<file path="src/rtl/pattern_gen_tx.sv">
// rtl/pattern_gen_tx.sv - serial pattern transmitter, MSB first, programmable bit slot with trig strobe
// Frames are latched on a valid/ready handshake and shifted out one bit per bit_period-clock slot.
module pattern_gen_tx #(
  parameter int PAT_W = 5,
  parameter int DIV_W = 8
) (
  input  logic             clk,
  input  logic             reset_n,
  input  logic             pat_valid,
  output logic             pat_ready,
  input  logic [PAT_W-1:0] pat_data,
  input  logic [DIV_W-1:0] bit_period,
  input  logic             abort,
  output logic             data,
  output logic             trig,
  output logic             busy,
  output logic             done
);

  localparam int BW = (PAT_W > 1) ? $clog2(PAT_W) : 1;
  localparam logic [DIV_W-1:0] ONE  = 1;
  localparam logic [BW-1:0]    BONE = 1;

  typedef enum logic [1:0] {IDLE, SHIFT, FIN} state_t;

  state_t           state_q, state_d;
  logic [PAT_W-1:0] shreg_q, shreg_d;
  logic [DIV_W-1:0] cnt_q, cnt_d;
  logic [DIV_W-1:0] per_q, per_d;
  logic [BW-1:0]    bit_q, bit_d;
  logic             data_q, data_d;
  logic             trig_q, trig_d;
  logic             busy_q, busy_d;
  logic             done_q, done_d;
  logic             ready_q, ready_d;

  logic             accept;
  logic [PAT_W-1:0] shifted;
  logic [DIV_W-1:0] pm1;

  assign pat_ready = ready_q;
  assign data      = data_q;
  assign trig      = trig_q;
  assign busy      = busy_q;
  assign done      = done_q;

  // Abort in FIN blocks a new frame; in IDLE it is simply ignored.
  assign accept  = pat_valid & ready_q & ~(abort & (state_q == FIN));
  assign shifted = shreg_q << 1;
  assign pm1     = (bit_period == '0) ? '0 : bit_period - ONE;

  always_comb begin
    state_d = state_q;
    shreg_d = shreg_q;
    cnt_d   = cnt_q;
    per_d   = per_q;
    bit_d   = bit_q;
    data_d  = data_q;
    trig_d  = 1'b0;
    busy_d  = busy_q;
    done_d  = 1'b0;
    ready_d = ready_q;

    case (state_q)
      SHIFT: begin
        if (abort) begin
          state_d = IDLE;
          data_d  = 1'b0;
          busy_d  = 1'b0;
          ready_d = 1'b1;
        end else if (cnt_q == '0) begin
          if (bit_q == '0) begin
            state_d = FIN;
            data_d  = 1'b0;
            busy_d  = 1'b0;
            done_d  = 1'b1;
            ready_d = 1'b1;
          end else begin
            bit_d   = bit_q - BONE;
            shreg_d = shifted;
            data_d  = shifted[PAT_W-1];
            cnt_d   = per_q;
            trig_d  = (per_q == '0);
          end
        end else begin
          cnt_d  = cnt_q - ONE;
          trig_d = (cnt_q == ONE);
        end
      end
      default: begin
        state_d = IDLE;
        data_d  = 1'b0;
        busy_d  = 1'b0;
        ready_d = 1'b1;
        if (accept) begin
          state_d = SHIFT;
          shreg_d = pat_data;
          per_d   = pm1;
          cnt_d   = pm1;
          bit_d   = BW'(PAT_W - 1);
          data_d  = pat_data[PAT_W-1];
          trig_d  = (pm1 == '0);
          busy_d  = 1'b1;
          ready_d = 1'b0;
        end
      end
    endcase
  end

  always_ff @(posedge clk or negedge reset_n) begin
    if (!reset_n) begin
      state_q <= IDLE;
      shreg_q <= '0;
      cnt_q   <= '0;
      per_q   <= '0;
      bit_q   <= '0;
      data_q  <= 1'b0;
      trig_q  <= 1'b0;
      busy_q  <= 1'b0;
      done_q  <= 1'b0;
      ready_q <= 1'b1;
    end else begin
      state_q <= state_d;
      shreg_q <= shreg_d;
      cnt_q   <= cnt_d;
      per_q   <= per_d;
      bit_q   <= bit_d;
      data_q  <= data_d;
      trig_q  <= trig_d;
      busy_q  <= busy_d;
      done_q  <= done_d;
      ready_q <= ready_d;
    end
  end

endmodule

</file>
<file path="config.mk">
export PLATFORM = sky130hd
export DESIGN_NAME = pattern_gen_tx
export DESIGN_NICKNAME = d
export VERILOG_FILES = /design/src/rtl/pattern_gen_tx.sv
export SDC_FILE = /design/constraint.sdc
export NUM_CORES = 1
export LEC_CHECK = 0
export ABC_AREA = 0
export CAP_MARGIN = 20
export CELL_PAD_IN_SITES_DETAIL_PLACEMENT = 0
export CELL_PAD_IN_SITES_GLOBAL_PLACEMENT = 1
export CORE_UTILIZATION = 30
export DETAILED_ROUTE_END_ITERATION = 16
export PLACE_DENSITY = 0.6
export SETUP_SLACK_MARGIN = 0.3
export SLEW_MARGIN = 20
export SYNTH_ARGS = -nofsm -noshare
export SYNTH_HDL_FRONTEND = slang
export SYNTH_SLANG_ARGS = --single-unit
</file>
<file path="constraint.sdc">
create_clock -name clk -period 4.65 [get_ports clk]
set_input_delay 1.1625 -clock clk [delete_from_list [all_inputs] [get_ports clk]]
set_output_delay 1.1625 -clock clk [all_outputs]
set_load 0.05 [all_outputs]
</file>
Word-level counts from Yosys, hierarchy flattened
Index checks and enable logic that the tools add are counted.
{"block": "word_totals", "register_bits": 30, "latch_bits": 0, "ram_bits": 0, "romBits": 0, "out_inout_bits": 5, "mem_count": 0}
{"block": "classes", "addsub": 3, "mul": 0, "div": 0, "order_cmp": 0, "n_eq_ne": 9, "shifts": 0, "n_mux": 45, "bitwise": 5, "n_reduce_logical": 10}
{"cell": "two-way mux 8 bit", "count": 6}
{"cell": "zero test 8 bit", "count": 4}
{"cell": "two-way mux 1 bit", "count": 25}
{"cell": "two-way mux 4 bit", "count": 5}
{"cell": "subtractor 8 x 1 -> 8 bit, second input constant", "count": 2}
{"cell": "two-way mux 3 bit", "count": 5}
{"cell": "inequality test 3 bit, second input constant", "count": 3}
{"cell": "equality test 8 x 1 -> 1 bit, second input constant", "count": 1}
{"cell": "two-way mux 2 bit", "count": 4}
{"cell": "inequality test 2 bit, second input constant", "count": 3}
{"cell": "AND reduction 2 bit", "count": 2}
{"cell": "AND reduction 4 bit", "count": 1}
{"cell": "bitwise AND 1 bit", "count": 3}
{"cell": "zero test 3 bit", "count": 1}
{"cell": "AND reduction 3 bit", "count": 1}
{"cell": "subtractor 3 x 1 -> 3 bit, second input constant", "count": 1}
{"cell": "equality test 2 x 1 -> 1 bit, second input constant", "count": 1}
{"cell": "equality test 2 bit, second input constant", "count": 1}
{"cell": "inverter 1 bit", "count": 2}
{"cell": "nonzero test 2 bit", "count": 1}

Depth between registers and ports, before layout
Gate-level depths: netlist of run 1.
{"block": "depth", "word_depth": 6, "mapped_depth": 9, "depth_no_buf": 8}

Worst setup path before layout of run 1
No wires, ideal clock.
{"block": "synth_path", "path_type": "in2reg", "start": "in abort", "end": "reg cnt_q[5]", "t_arrival_ps": 2299, "t_required_ps": 4529, "slack_ps": 2230, "path_stages": 8, "path_buffers": 2, "path_cell_list": "or3b_1 buf_6 a31oi_2 nor2_4 inv_4 buf_8 nand2_1 o22a_1"}
{"block": "synth_via", "elab_chain_cells": 5}
{"item": "from (decl)", "line": "13", "source": "input logic abort,"}
{"item": "bitwise AND 1 bit", "line": "48", "source": "assign accept = pat_valid & ready_q & ~(abort & (state_q == FIN));"}
{"item": "inverter 1 bit", "line": "48"}
{"item": "bitwise AND 1 bit", "line": "48"}
{"item": "nonzero test 2 bit (no source line)"}
{"item": "AND reduction 3 bit (no source line) *"}
{"item": "to (signal assigned)", "line": "125", "source": "cnt_q <= cnt_d;"}
{"item": "to (decl)", "line": "28", "source": "logic [DIV_W-1:0] cnt_q, cnt_d;"}
Mark *: on every way between the ends. The rest lies on a longest branch, timed or not.
A chain may end at the register's enable or synchronous reset.

Worst setup path in the final report of run 1
{"block": "layout_path", "start": "in bit_period[0]", "end": "reg cnt_q[0]"}
{"block": "layout_via", "elab_chain_cells": 4}
{"item": "from (decl)", "line": "12", "source": "input logic [DIV_W-1:0] bit_period,"}
{"item": "subtractor 8 x 1 -> 8 bit / zero test 8 bit (equally long branches)", "line": "50", "source": "assign pm1 = (bit_period == '0) ? '0 : bit_period - ONE;"}
{"item": "two-way mux 8 bit *", "line": "50"}
{"item": "two-way mux 8 bit *", "line": "95", "source": "if (accept) begin"}
{"item": "two-way mux 8 bit *", "line": "64", "source": "case (state_q)"}
Mark *: on every way between the ends. The rest lies on a longest branch, timed or not. The select of a mux whose other input is x is not followed.

==> results of run 1 <==
-- registers in the layout (all words and copies together) (netlist names) --
name / cells
cnt_q: 8
per_q: 8
shreg_q: 4
bit_q: 3
state_q: 2
data: 1
done: 1
pat_ready: 1
trig: 1
-- critical path, stage by stage --
cell and delay, ns:
clkdlybuf4s50_1 0.55, inv_1 0.14, ha_1 0.19, nor4b_1 0.37
nand2_1 0.16, nand2_1 0.22, o32ai_1 0.14, a22o_1 0.25
-- stage by stage --
step                      utilization (%)  hold WS (ns)  total power [mW]  setup slack, ns
after global routing                 36.8         0.514              1.24             1.43
after floorplan                         -         0.451             0.817             2.23
final                                36.8         0.477              1.14             1.63
after global placement               35.6         0.466             0.963             1.39
after CTS                            36.8         0.480              1.16             1.64
after detailed placement             35.6         0.472             0.960             1.34
-- cells in the mapped netlist, types with 3 or more instances --
master	n	area share [%]
mux2i_1	3	1.6
o32ai_1	3	1.4
nand3_1	3	0.82
a31oi_1	5	1.7
o22a_1	3	1.4
o21ai_0	13	3.6
nand2_1	24	4.9
xor2_1	3	1.4
nor2b_1	4	1.4
ha_1	7	4.8
inv_1	10	2.1
nor3_1	6	1.6
nor2_1	21	4.3
a21oi_1	8	2.2
a211oi_2	3	2.1
dfrtp_1	28	38
xnor2_1	4	1.9
-- layout make-up --
cell class	count	area, sq um	share of cell area, %
clock buffers	5	68.8	3.18
clock inverters	1	5.00	0.231
inverters	11	43.8	2.02
multi-input cells	149	1000	46.3
flip-flops and latches	29	727	33.5
well taps	75	93.8	4.33
repair buffers	23	225	10.4
-- power breakdown --
part / total [mW] / switching [mW] / internal (mW)
sequential: 0.460 / 0.108 / 0.352
combinational: 0.489 / 0.282 / 0.207
clock: 0.190 / 0.0922 / 0.0981
total: 1.14 / 0.482 / 0.657
-- path summary, 6_finish.rpt --
kind / to / startpoint / cells after the start / slack (ns)
min in group asynchronous: cnt_q[6] / reset_n / 2 / 1.27
worst max-delay path: cnt_q[0] / bit_period[0] / 8 / 1.63
max in group asynchronous: pat_ready / reset_n / 2 / 3.06
worst max register to register: cnt_q[3] / cnt_q[1] / 7 / 2.20
worst min register to register: bit_q[0] / bit_q[0] / 1 / 0.48
worst min-delay path: bit_q[0] / bit_q[0] / 1 / 0.48
-- logic make-up (layout without fill, tap and decap cells) --
group | Yosys count | after routing | synth area share (%)
xor gates and xnor gates | 7 | 7 | 3.36
buffers and inverters | 17 | 40 | 5.14
DFF | 29 | 29 | 39.8
and+or+nand+nor | 74 | 74 | 21.3
adders and majority gates | 7 | 7 | 4.80
muxes | 4 | 4 | 2.26
AOI/OAI and AO/OA | 57 | 57 | 23.3
-- cells in the final DEF, fill, tap and decap left out, types with 5 or more instances in the layout --
cell type        Yosys  routed
a21oi_1              8       8
a31oi_1              5       5
clkbuf_8             0       5
clkdlybuf4s50_1      0      21
dfrtp_1             28      28
ha_1                 7       7
inv_1               10      10
nand2_1             24      24
nor2_1              21      21
nor3_1               6       6
o21ai_0             13      13
-- layer usage --
layer | wire length, um | vias up | GRT usage [%]
met2 | 2110 | 47 | 27.6
met3 | 227 | 5 | 4.00
met4 | 77 | 0 | 6.43
met5 | 0 | - | 0
met1 | 2250 | 693 | 21.5
li1 | - | 759 | -
==> metrics.md, run 1 <==
| Metric | Value |
|---|---|
| Largest net degree at the start of global routing | `30` |
| Critical path class | `in2reg` |
| Clk Latency, worst-skew pair | `between 0.2 and 0.3 ns` |
| Num ports | `22` |
| Primary FF master, synth | `dfrtp_1` |
| DRT Pass-1 Iters | `4` |
| Initial DRC Count | `81` |
| CTS root buffer | `clkbuf_8` |
| Total Neg Setup Slack | `0 ns` |
| Max cap viols | `0` |
| Max FO, Critical Path | `7` |
| DRT antenna net count | `0` |
| H-tree depth | `2` |
| Final min period | `3.02 ns` |
| CTS Buf Count | `5` |
| Hold_buf cts | `0` |
| Total Nets Final | `243` |
| Lkg Pwr | `0.850 nW` |
| Std-Cell Rows | `28` |
| Detail Placement HPWL | `roughly 3300 um` |
| EDFF count, synth | `0` |
| Yosys cell types | `52` |
| Cts repair resizes | `0` |
| Post-route DRC | `0` |
| Status | `finished clean` |
| # Post-CTS Setup Buffers | `0` |
| Final hold vios | `0` |
| Via density per instance | `5.13` |
| Die area | `6400 sq um` |
| GRT overflow | `0` |
| GP Congestion | `0.768` |
| Peak supply drop | `~220 uV` |
| Asr flop ratio synth | `100%` |
| Max clock buf depth | `2` |
| Yosys reg bits | `29` |
| Critical Path Sink Type | `register` |
| Hold Crit Class | `reg2reg` |
| First-pass GRT wire length | `7910 um` |
| Final non-filler cell total | `293` |
| Synthesis-to-layout area growth | `18.8%` |
| Data required, critical path | `4.82 ns` |
| Area after DPL | `2090 sq um` |
| Skew final | `0.00610 ns` |
| Worst Path Arrival | `3.19 ns` |
| Routed len/inst | `15.9 um` |
| Placed cells | `about 290` |
| Core area | `between 5000 and 6000 sq um` |
| Slew headroom | `41.5%` |
| Vias in the first global route | `1,497` |
| Syn nets | `219` |
| Chip Height | `between 70 and 80 um` |
| Final setup fails | `0` |
| Unrepaired setup endpoints after global routing | `no` |
| Pwr dens | `526 nW/um^2` |
| GRT Total Usage | `approximately 17%` |
| Chip width | `80.0 um` |
| Worst slew pin tran | `between 0.8 and 0.9 ns` |
| Final worst path period share | `64.9%` |
| Share of layout cells above drive strength 1 | `9.63%` |
| Via Count | `1,504` |
| Initial Utilization | `31.0%` |
| Cell Area, Synth | `1820 sq um` |
| Nature of the critical path startpoint | `input pin` |
| Fin area | `between 2000 and 2500 sq um` |
| Syn_area_per_cell | `9.36 sq um` |
| Ant. Diodes | `0` |
| Clk sinks | `29` |
| Register area share after synthesis | `between 30% and 40%` |
| Ys Warns | `0` |
| Clock Pin Slew Worst Setup and Hold Paths | `around 0.06 ns` |
| Fmax | `331 MHz` |
| Detailed Route WL | `4660 um` |
| Filler Cell Count | `slightly above 600` |
| Final max-slew violation count | `0` |
| Port bufs | `21` |
| Initial antenna violation count | `0` |
| TritonCTS clock tree | `built` |
| Gate Count Post-Synth | `195` |
No activity file was read; power rests on OpenSTA's default activity.
==> run 2: changes to the inputs <==
PLACE_DENSITY = 0.62   (was 0.6)
clock period = 2.6 ns   (was 4.65 ns; I/O delays follow)
==> metrics.md, run 2 (synthesis gave the netlist of run 1 again) <==
| Metric | Value |
|---|---|
| Status | `finished clean` |
| Lkg Pwr | `0.941 nW` |
| Worst slew pin tran | `between 0.5 and 0.6 ns` |
| CTS Buf Count | `5` |
| Ant. Diodes | `0` |
| GRT Total Usage | `16.9%` |
| Clock Pin Slew Worst Setup and Hold Paths | `0.07 ns` |
| Peak supply drop | `405 uV` |
| Setup slack at placement | `around 0.048 ns` |
| Total Nets Final | `259` |
| TritonCTS clock tree | `built` |
| Data required, critical path | `between 2 and 3 ns` |
| Max cap viols | `0` |
| Post-route DRC | `0` |
| Final hold vios | `0` |
| Core area | `around 5900 sq um` |
| Final setup fails | `0` |
| Die area | `6400 sq um` |
| Hold_buf cts | `0` |
| First-pass GRT wire length | `slightly below 8000 um` |
| Skew final | `0.00316 ns` |
| Num ports | `22` |
| # Post-CTS Setup Buffers | `0` |
| Critical Path Sink Type | `register` |
| Max clock buf depth | `2` |
| Synthesis-to-layout area growth | `26.7%` |
| Top Registers | `cnt_q x8, per_q x8, shreg_q x4` |
| Critical path class | `in2reg` |
| Fmax | `459 MHz` |
| Worst Path Arrival | `2.36 ns` |
| Final max-slew violation count | `0` |
| Cts repair resizes | `0` |
| Routed len/inst | `15.2 um` |
| Initial antenna violation count | `0` |
| Max FO, Critical Path | `4` |
| Via Count | `1,609` |
| GRT overflow | `0` |
| Hold Crit Class | `reg2reg` |
| Most common cell after layout, fill and taps aside | `dfrtp_1` |
| Detail Placement HPWL | `3450 um` |
| Chip width | `between 70 and 80 um` |
| Total Neg Setup Slack | `0 ns` |
| Clk sinks | `29` |
| DRT Pass-1 Iters | `4` |
| Vias in the first global route | `about 1,500` |
| Final worst path period share | `83.8%` |
| Slew headroom | `around 67%` |
| DRT antenna net count | `0` |
| Pwr dens | `916 nW/um^2` |
| Final min period | `2.18 ns` |
| Setup ws final | `~0.42 ns` |
| Clk Latency, worst-skew pair | `0.29 ns` |
| Via density per instance | `5.17` |
| Initial Utilization | `between 30 and 40%` |
| Most frequent cells in the layout | `dfrtp_1, nand2_1, nor2_1, clkdlybuf4s50_1, buf_4` |
| Std-Cell Rows | `28` |
| GP Congestion | `0.779` |
| H-tree depth | `2` |
| Port bufs | `21` |
| Nature of the critical path startpoint | `input pin` |
| Detailed Route WL | `~4700 um` |
| Share of layout cells above drive strength 1 | `between 10% and 20%` |
| Unrepaired setup endpoints after global routing | `no` |
| CTS root buffer | `clkbuf_8` |
| Filler Cell Count | `632` |
| Largest net degree at the start of global routing | `30` |
| Initial DRC Count | `55` |
| Chip Height | `about 80 um` |
==> run 2: cell count changes in the layout (fill, tap and decap cells not counted) <==
cell / before / now
buf_4: 2 / 18
clkinv_2: 1 / 2
dlymetal6s2s_1: 0 / 1
clkbuf_1: 0 / 1
nor4b_2: 0 / 1
nor3b_2: 0 / 1
nand2_2: 0 / 1
clkdlybuf4s50_1: 21 / 20
nor3b_1: 2 / 1
nand2_1: 24 / 23
nor4b_1: 2 / 1
==> run 2: worst max-delay path: stages <==
cell             delay (ns)
clkdlybuf4s50_1        0.51
or4_1                  0.57
or3_1                  0.32
o2111ai_1              0.09
nand2_1                0.07
o22a_1                 0.15
==> run 2: report_power, final <==
part           switching, mW  internal [mW]
logic                  0.515          0.409
registers              0.196          0.630
clock network          0.183          0.185
total                  0.894           1.22
==> run 2: metal layers <==
| metal | vias up | GRT usage (%) | wire [um] |
|---|---|---|---|
| li1 | 790 | - | - |
| met3 | 6 | 3.43 | 178 |
| met5 | - | 0 | 0 |
| met2 | 35 | 26.4 | 2170 |
| met1 | 778 | 22.7 | 2290 |
| met4 | 0 | 6.96 | 87 |
==> run 2: final timing paths <==
| path | start | end | slack (ns) | cells past startpoint |
|---|---|---|---|---|
| max | bit_period[2] | cnt_q[5] | 0.42 | 6 |
| min in group asynchronous | reset_n | state_q[0] | 0.75 | 2 |
| min | pat_ready | pat_ready | 0.48 | 2 |
| max in group asynchronous | reset_n | pat_ready | 1.54 | 2 |
| min reg2reg | pat_ready | pat_ready | 0.48 | 2 |
| max reg2reg | cnt_q[0] | cnt_q[7] | 0.47 | 9 |
==> run 2: cell type report <==
| type | count | area [sq um] | area share (%) |
|---|---|---|---|
| flip-flops and latches | 29 | 727 | 31.4 |
| clock buffers | 6 | 72.6 | 3.14 |
| well taps | 75 | 93.8 | 4.06 |
| clock inverters | 2 | 10.0 | 0.433 |
| multi-input cells | 149 | 1020 | 44.0 |
| inverters | 11 | 43.8 | 1.89 |
| repair buffers | 39 | 348 | 15.0 |
==> run 2: through the flow <==
| stage | hold slack (ns) | std cells | instance area (sq um) | util, % | total power [mW] |
|---|---|---|---|---|---|
| after floorplan | 0.354 | 195 | 1820 | - | 1.46 |
| after global placement | 0.466 | 303 | 2210 | 37.6 | 1.76 |
| after detailed placement | 0.471 | 303 | 2210 | 37.6 | 1.76 |
| after CTS | 0.482 | 311 | 2300 | 39.0 | 2.14 |
| after global routing | 0.501 | 311 | 2310 | 39.3 | 2.30 |
| final | 0.479 | 311 | 2310 | 39.3 | 2.12 |
==> run 3: changes to the inputs <==
clock period = 2 ns   (was 2.6 ns; I/O delays follow)
==> metrics.md, run 3 (synthesis gave the netlist of run 1 again) <==
| Metric | Value |
|---|---|
| Status | `finished clean` |
| Final min period | `1.77 ns` |
| Num ports | `22` |
| Peak supply drop | `647 uV` |
| Detail Placement HPWL | `between 3000 and 4000 um` |
| Max clock buf depth | `2` |
| Data required, critical path | `2.18 ns` |
| Worst Path Arrival | `~2.0 ns` |
| CTS root buffer | `clkbuf_8` |
| Area taken by multi-input logic gates | `approximately 1200 sq um` |
| Pwr dens | `1210 nW/um^2` |
| Die area | `6400 sq um` |
| Final hold vios | `0` |
| Most common cell after layout, fill and taps aside | `buf_4` |
| Synthesis-to-layout area growth | `52.1%` |
| Crit-path max cell delay | `0.43 ns` |
| NetSw | `1.31 mW` |
| Top cell family by delay on the critical path | `simple AND/OR/NAND/NOR gates` |
| Final max-slew violation count | `0` |
| Initial Utilization | `31.0%` |
| Chip Height | `roughly 80 um` |
| Hold_buf cts | `0` |
| DRT antenna net count | `0` |
| Worst setup path start | `cnt_q[5]` |
| Max cap viols | `0` |
| DRT Pass-1 Iters | `4` |
| Clock Pin Slew Worst Setup and Hold Paths | `0.07 ns` |
| Critical Path Sink Type | `register` |
| Core area | `5890 sq um` |
| Clk Latency, worst-skew pair | `0.28 ns` |
| Via Count | `approximately 1,700` |
| Logic pwr share | `49.0%` |
| Routed len/inst | `approximately 15 um` |
| CTS Buf Count | `5` |
| Slowest cell on the critical path | `dfrtp_1` |
| Final worst path period share | `88.7%` |
| Total Nets Final | `293` |
| Post-route DRC | `0` |
| Fin area | `2780 sq um` |
| GRT Total Usage | `18.7%` |
| Chip width | `80.0 um` |
| Final setup fails | `0` |
| Reg-to-reg critical path startpoint | `cnt_q[5]` |
| Clk pwr share | `19.0%` |
| Filler Cell Count | `591` |
| Vias in the first global route | `1,759` |
| Max FO, Critical Path | `5` |
| Share of layout cells above drive strength 1 | `41.5%` |
| Initial antenna violation count | `0` |
| GRT overflow | `0` |
| Register Area | `729 sq um` |
| Initial DRC Count | `63` |
| Switching Fraction | `about 39%` |
| R2R Setup Slk | `0.23 ns` |
| Port bufs | `21` |
| Detailed Route WL | `5150 um` |
| Slew headroom | `around 66%` |
| Critical path class | `reg2reg` |
| Hold Crit Class | `reg2reg` |
| First-pass GRT wire length | `~8900 um` |
| Skew final | `0.00826 ns` |
| WP depth | `6` |
| Largest net degree at the start of global routing | `30` |
| Final core utilization | `47.2%` |
| Via density per instance | `around 5` |
| Nature of the critical path startpoint | `register` |
| Top Registers | `cnt_q x8, per_q x8, shreg_q x4` |
| Ant. Diodes | `0` |
| Flop pwr share | `32.0%` |
| Worst slew pin tran | `0.506 ns` |
| Clk sinks | `29` |
| Setup crit end | `cnt_q[7]` |
| TritonCTS clock tree | `built` |
| GP Congestion | `0.774` |
| Area after DPL | `2410 sq um` |
| Unrepaired setup endpoints after global routing | `yes` |
| Most frequent cells in the layout | `buf_4, dfrtp_1, nor2_1, nand2_1, o21ai_0` |
| H-tree depth | `2` |
| Fmax | `564 MHz` |
| RR Endpoint | `cnt_q[7]` |
| P_int | `about 2.0 mW` |
| Reg2reg path depth | `6` |
| Lkg Pwr | `1.20 nW` |
| CP cell instances | `nor4_4 > buf_6 > buf_4 > nor4b_1 > o21ai_2 > a22o_1` |
| CP bufs+invs | `2` |
| Std-Cell Rows | `28` |
run 3: cell types whose count changed in the layout (fill, tap and decap cells not counted), sizes merged:
| cell | delta |
|---|---|
| buf | +39 |
| clkdlybuf4s15 | +2 |
| clkbuf | +1 |
| bufinv | +1 |
| clkinvlp | +1 |
| dlygate4sd2 | +4 |
| dlymetal6s2s | +1 |
| clkdlybuf4s50 | -13 |
| clkinv | -2 |
run 3: cell type report:
cell class	count	area share, %
well taps	75	3.38
repair buffers	72	21.3
flip-flops and latches	29	26.3
clock buffers	7	3.11
multi-input cells	149	43.0
repair inverters	1	0.271
inverters	11	1.58
clock inverters	1	1.08
run 3: how the worst min path moves through the flow:
stage,start,endpoint,slack (ns),cells after the start
floorplan,reset_n,bit_q[0],0.20,0
global placement,bit_q[0],bit_q[0],0.47,1
detailed placement,bit_q[0],bit_q[0],0.47,1
CTS,bit_q[0],bit_q[0],0.48,1
global route,bit_q[0],bit_q[0],0.49,1
finish,bit_q[0],bit_q[0],0.48,1
run 3: per-stage QoR:
stage,TNS [ns],setup slack (ns),instances,power [mW],hold WS [ns]
4_1_cts,0,0.208,342,3.32,0.483
6_report,0,0.227,345,3.35,0.476
3_5_place_dp,-6.05,-0.413,325,2.50,0.473
2_1_floorplan,0,0.219,195,1.96,0.204
5_1_grt,0,0.168,345,3.62,0.495
3_3_place_gp,-5.41,-0.395,325,2.49,0.466
run 3: power by group through the flow:
stage | clock (mW) | sequential, mW | combinational (mW)
2_1_floorplan | 0 | 1.10 | 0.862
3_3_place_gp | 0 | 1.08 | 1.41
3_5_place_dp | 0 | 1.08 | 1.42
4_1_cts | 0.656 | 1.07 | 1.59
5_1_grt | 0.691 | 1.10 | 1.82
6_report | 0.636 | 1.07 | 1.64
run 3: what timing repair did:
| action | CTS | global route |
|---|---|---|
| pin swaps | 16 | 7 |
| gates resized for setup | 52 | 12 |
| hold endpoints to repair | 0 | 0 |
| cloned | 1 | 0 |
| setup buffers | 8 | 3 |
| setup endpoints to repair | 25 | 24 |
run 3: routing by layer:
| layer | track usage [%] | part of all wire (%) |
|---|---|---|
| met5 | 0 | 0 |
| met4 | 6.79 | 2.0 |
| met3 | 3.09 | 3.8 |
| met2 | 32.6 | 49 |
| met1 | 23.1 | 45 |
==> patch 1 (settings of run 2) <==
Change the parameter `DIV_W` from 8 to 10.
--- a/src/rtl/pattern_gen_tx.sv
+++ b/src/rtl/pattern_gen_tx.sv
@@ -2,7 +2,7 @@
 // Frames are latched on a valid/ready handshake and shifted out one bit per bit_period-clock slot.
 module pattern_gen_tx #(
   parameter int PAT_W = 5,
-  parameter int DIV_W = 8
+  parameter int DIV_W = 10
 ) (
   input  logic             clk,
   input  logic             reset_n,
Ports: changed (resized bit_period); port bits go from 22 to 24. No check against the original RTL was run, so the function may have changed too.
==> patch 1 against run 2 <==
  * Synthesized area grew 13%
  * Design area increased by 18%
  * Sequential cell count increased by 4
  * Routed wire length is 19% higher
  * Setup slack lost 0.029 ns
  * First-iteration DRC count is 64% higher
  * Die area up 13%
  * Power is 11% higher
  * Critical path type unchanged
  * Largest cell class unchanged
  * Highest routed layer unchanged
==> patch 1: results (changes against run 2) <==
metric	value	unit	change
r2r_end	cnt_q[1]		was cnt_q[7]
crit_arrival	2.39	ns	was 2.36 ns
grt_pass1_wl	9673	um	was 7948 um
synthTopCellsByCount	32 x dfrtp_1, 30 x nand2_1, 27 x nor2_1, 17 x o21ai_0, 12 x nor3_1		was 28 x dfrtp_1, 24 x nand2_1, 21 x nor2_1, 13 x o21ai_0, 10 x inv_1
port_buffers	23		was 21
sh_seq_area	30.29	%	was 31.44%
critPathMaxStageDelay	0.52	ns	was 0.57 ns
pre_cts_ws	-0.3299	ns	was 0.04755 ns
drt_wl_total	5633	um	was 4726 um
grt_use_met1	23.31	%	was 22.68%
worst_slew_pin_slew	0.5942	ns	was 0.5006 ns
multi_input_area_share	43.49	%	was 43.99%
reg.largest.list	cnt_q (10), per_q (10), shreg_q (4)		was cnt_q (8), per_q (8), shreg_q (4)
yosysSeqAreaShare	39.96	%	was 39.85%
holdCritStartpoint	per_q[1]		was pat_ready
dr_wl_met3	190	um	was 178 um
multi_input_gates	191		was 149
dpl.hpwl	4208	um	was 3452 um
grt_use_met2	28.30	%	was 26.41%
grt_use_met3	3.016	%	was 3.429%
syn_nets	268		was 219
hold_path_end	per_q[1]		was pat_ready
grtUsageTotal	17.31	%	was 16.94%
p_leak	0.001144	uW	was 0.0009410 uW
reg2reg_depth	8		was 9
rrSetupSlack	0.50	ns	was 0.47 ns
n_all_buffers	56		was 39
clk_share	3.025	%	was 3.571%
status	completed		unchanged
max-vdd-ir-drop	0.0002559	V	was 0.0004049 V
ys_types	53		was 52
drtIter0Drc	90		was 55
crit_path_top_delay_cell	or4b_4		was or4_1
patch 1: cell types whose count changed in the layout (fill, tap and decap cells not counted), sizes merged, moves of 4 or more:
| cell | before | now |
|---|---|---|
| nand2 | 24 | 31 |
| nand3 | 3 | 10 |
| dfrtp | 28 | 32 |
| buf | 18 | 34 |
| nor2 | 22 | 27 |
| o31ai | 1 | 6 |
| nor3 | 6 | 12 |
patch 1: through the flow:
step                power (uW)  std cells  cell area [um^2]  util (%)
global placement          1959        365              2630     40.49
detailed placement        1967        365              2630     40.49
CTS                       2353        374              2713     41.76
global route              2532        374              2730     42.03
finish                    2344        374              2730     42.03
floorplan                 1565        244              2116         -
patch 1: worst max-delay path by stage:
stage | from | endpoint | slack, ns
after floorplan | bit_period[1] | cnt_q[2] | 0.17
after global placement | bit_period[1] | cnt_q[2] | -0.31
after detailed placement | bit_period[1] | cnt_q[2] | -0.33
after CTS | pat_ready | pat_ready | 0.30
after global routing | bit_q[0] | cnt_q[1] | 0.29
final | bit_period[0] | cnt_q[2] | 0.39
patch 1: logic make-up (layout without fill, tap and decap cells):
| logic type | Yosys count | after routing | share of synthesized area, % |
|---|---|---|---|
| multiplexers | 3 | 3 | 1.632 |
| XOR/XNOR | 7 | 7 | 2.963 |
| AO/OA/AOI/OAI | 65 | 65 | 21.34 |
| AND/OR/NAND/NOR | 111 | 111 | 26.91 |
| buffers and inverters | 20 | 73 | 4.172 |
| flip-flops | 33 | 33 | 39.96 |
| adder cells (fa/ha/maj) | 5 | 5 | 3.023 |
patch 1: power breakdown:
part / switching, uW / leakage, uW / internal [uW]
registers: 212 / 0.000397 / 725
clock network: 201 / 0.0000450 / 186
logic: 573 / 0.000702 / 447
total: 986 / 0.00114 / 1360
==> patch 2 (config.mk and constraints of run 2) <==
Made on the original files. Take the reset off `shreg_q` and load it in a clocked block of its own.
--- a/src/rtl/pattern_gen_tx.sv
+++ b/src/rtl/pattern_gen_tx.sv
@@ -110,7 +110,6 @@
   always_ff @(posedge clk or negedge reset_n) begin
     if (!reset_n) begin
       state_q <= IDLE;
-      shreg_q <= '0;
       cnt_q   <= '0;
       per_q   <= '0;
       bit_q   <= '0;
@@ -121,7 +120,6 @@
       ready_q <= 1'b1;
     end else begin
       state_q <= state_d;
-      shreg_q <= shreg_d;
       cnt_q   <= cnt_d;
       per_q   <= per_d;
       bit_q   <= bit_d;
@@ -133,5 +131,9 @@
     end
   end
 
+  always_ff @(posedge clk) begin
+    shreg_q <= shreg_d;
+  end
+
 endmodule
 
Behaviour: same outputs for any inputs over 10 cycles, from zero or initial values and one cycle with reset_n low; that may be too few to reach the edited logic, so the function may still have changed.
==> patch 2 against run 2 <==
  * Power rose by 4.0%
  * Cell count is 3.9% higher
  * Design area grew 2.4%
  * Sequential share of layout area grew 0.098 points
  * Routed wire length grew 6.3%
  * Maximum frequency down 2.1%
  * Synthesized area grew 0.62%
  * Synthesized cell count rose by 5.1%
  * Sequential cell count stayed put
  * Setup slack lost 0.047 ns
==> patch 2: results (changes against run 2) <==
metric	value	unit	change
rrSetupSlack	0.49	ns	was 0.47 ns
crit_end	trig		was cnt_q[5]
pre_cts_ws	0.01173	ns	was 0.04755 ns
grt_use_met1	23.16	%	was 22.68%
synth_xor_area_share	2.863	%	was 3.361%
final_nets	271		was 259
critPathMaxStageDelay	0.47	ns	was 0.57 ns
timing.hold.ws	0.5112	ns	was 0.4790 ns
status	completed		unchanged
via_per_inst	5.254		was 5.174
layout-drive-gt1-share	17.74	%	was 17.37%
dr_wl_met3	212	um	was 178 um
finalNonFillerCells	323		was 311
crit_start	bit_period[0]		was bit_period[2]
crit_arrival	2.44	ns	was 2.36 ns
skew	0.006488	ns	was 0.003155 ns
crit_path_top_delay_cell	clkdlybuf4s50_1		was or4_1
grtUsageTotal	17.32	%	was 16.94%
final.min_clock_period	2.227	ns	was 2.180 ns
grt_pass1_vias	1663		was 1512
dp_cells	315		was 303
grt_use_met2	28.29	%	was 26.41%
worst_slew_pin_slew	0.5660	ns	was 0.5006 ns
grt_use_met3	2.727	%	was 3.429%
grt_pass1_wl	8376	um	was 7948 um
patch 2: changes by cell type in the layout (fill, tap and decap cells not counted), sizes merged, moves of 5 or more:
cell,change
nor2,-14
o21ai,-5
nand3,+6
buf,+5
nor3,+10
nand2,+10
a21oi,-5
patch 2: kinds of logic (layout without fill, tap and decap cells):
group                    Yosys count  in the layout
AO/OA/AOI/OAI                     48             48
multiplexers                       3              3
flip-flops                        29             29
XOR/XNOR                           6              6
buffers and inverters             16             59
AND/OR/NAND/NOR                   96             96
adder cells (fa/ha/maj)            7              7
patch 2: report_power, final:
group	leakage (uW)	switching, uW	internal (uW)
sequential	0.000341	185	644
clock	0.0000439	183	184
combinational	0.000554	562	443
total	0.000939	931	1270
patch 2: final cells by class:
type | count | area, um^2
Multi-Input combinational cell | 160 | 1030
Timing Repair Buffer | 44 | 385.4
Clock inverter | 3 | 17.52
Tap cell | 75 | 93.84
Clock buffer | 5 | 68.82
Sequential cell | 29 | 747.0
Fill cell | 608 | 3552
Inverter | 7 | 26.28
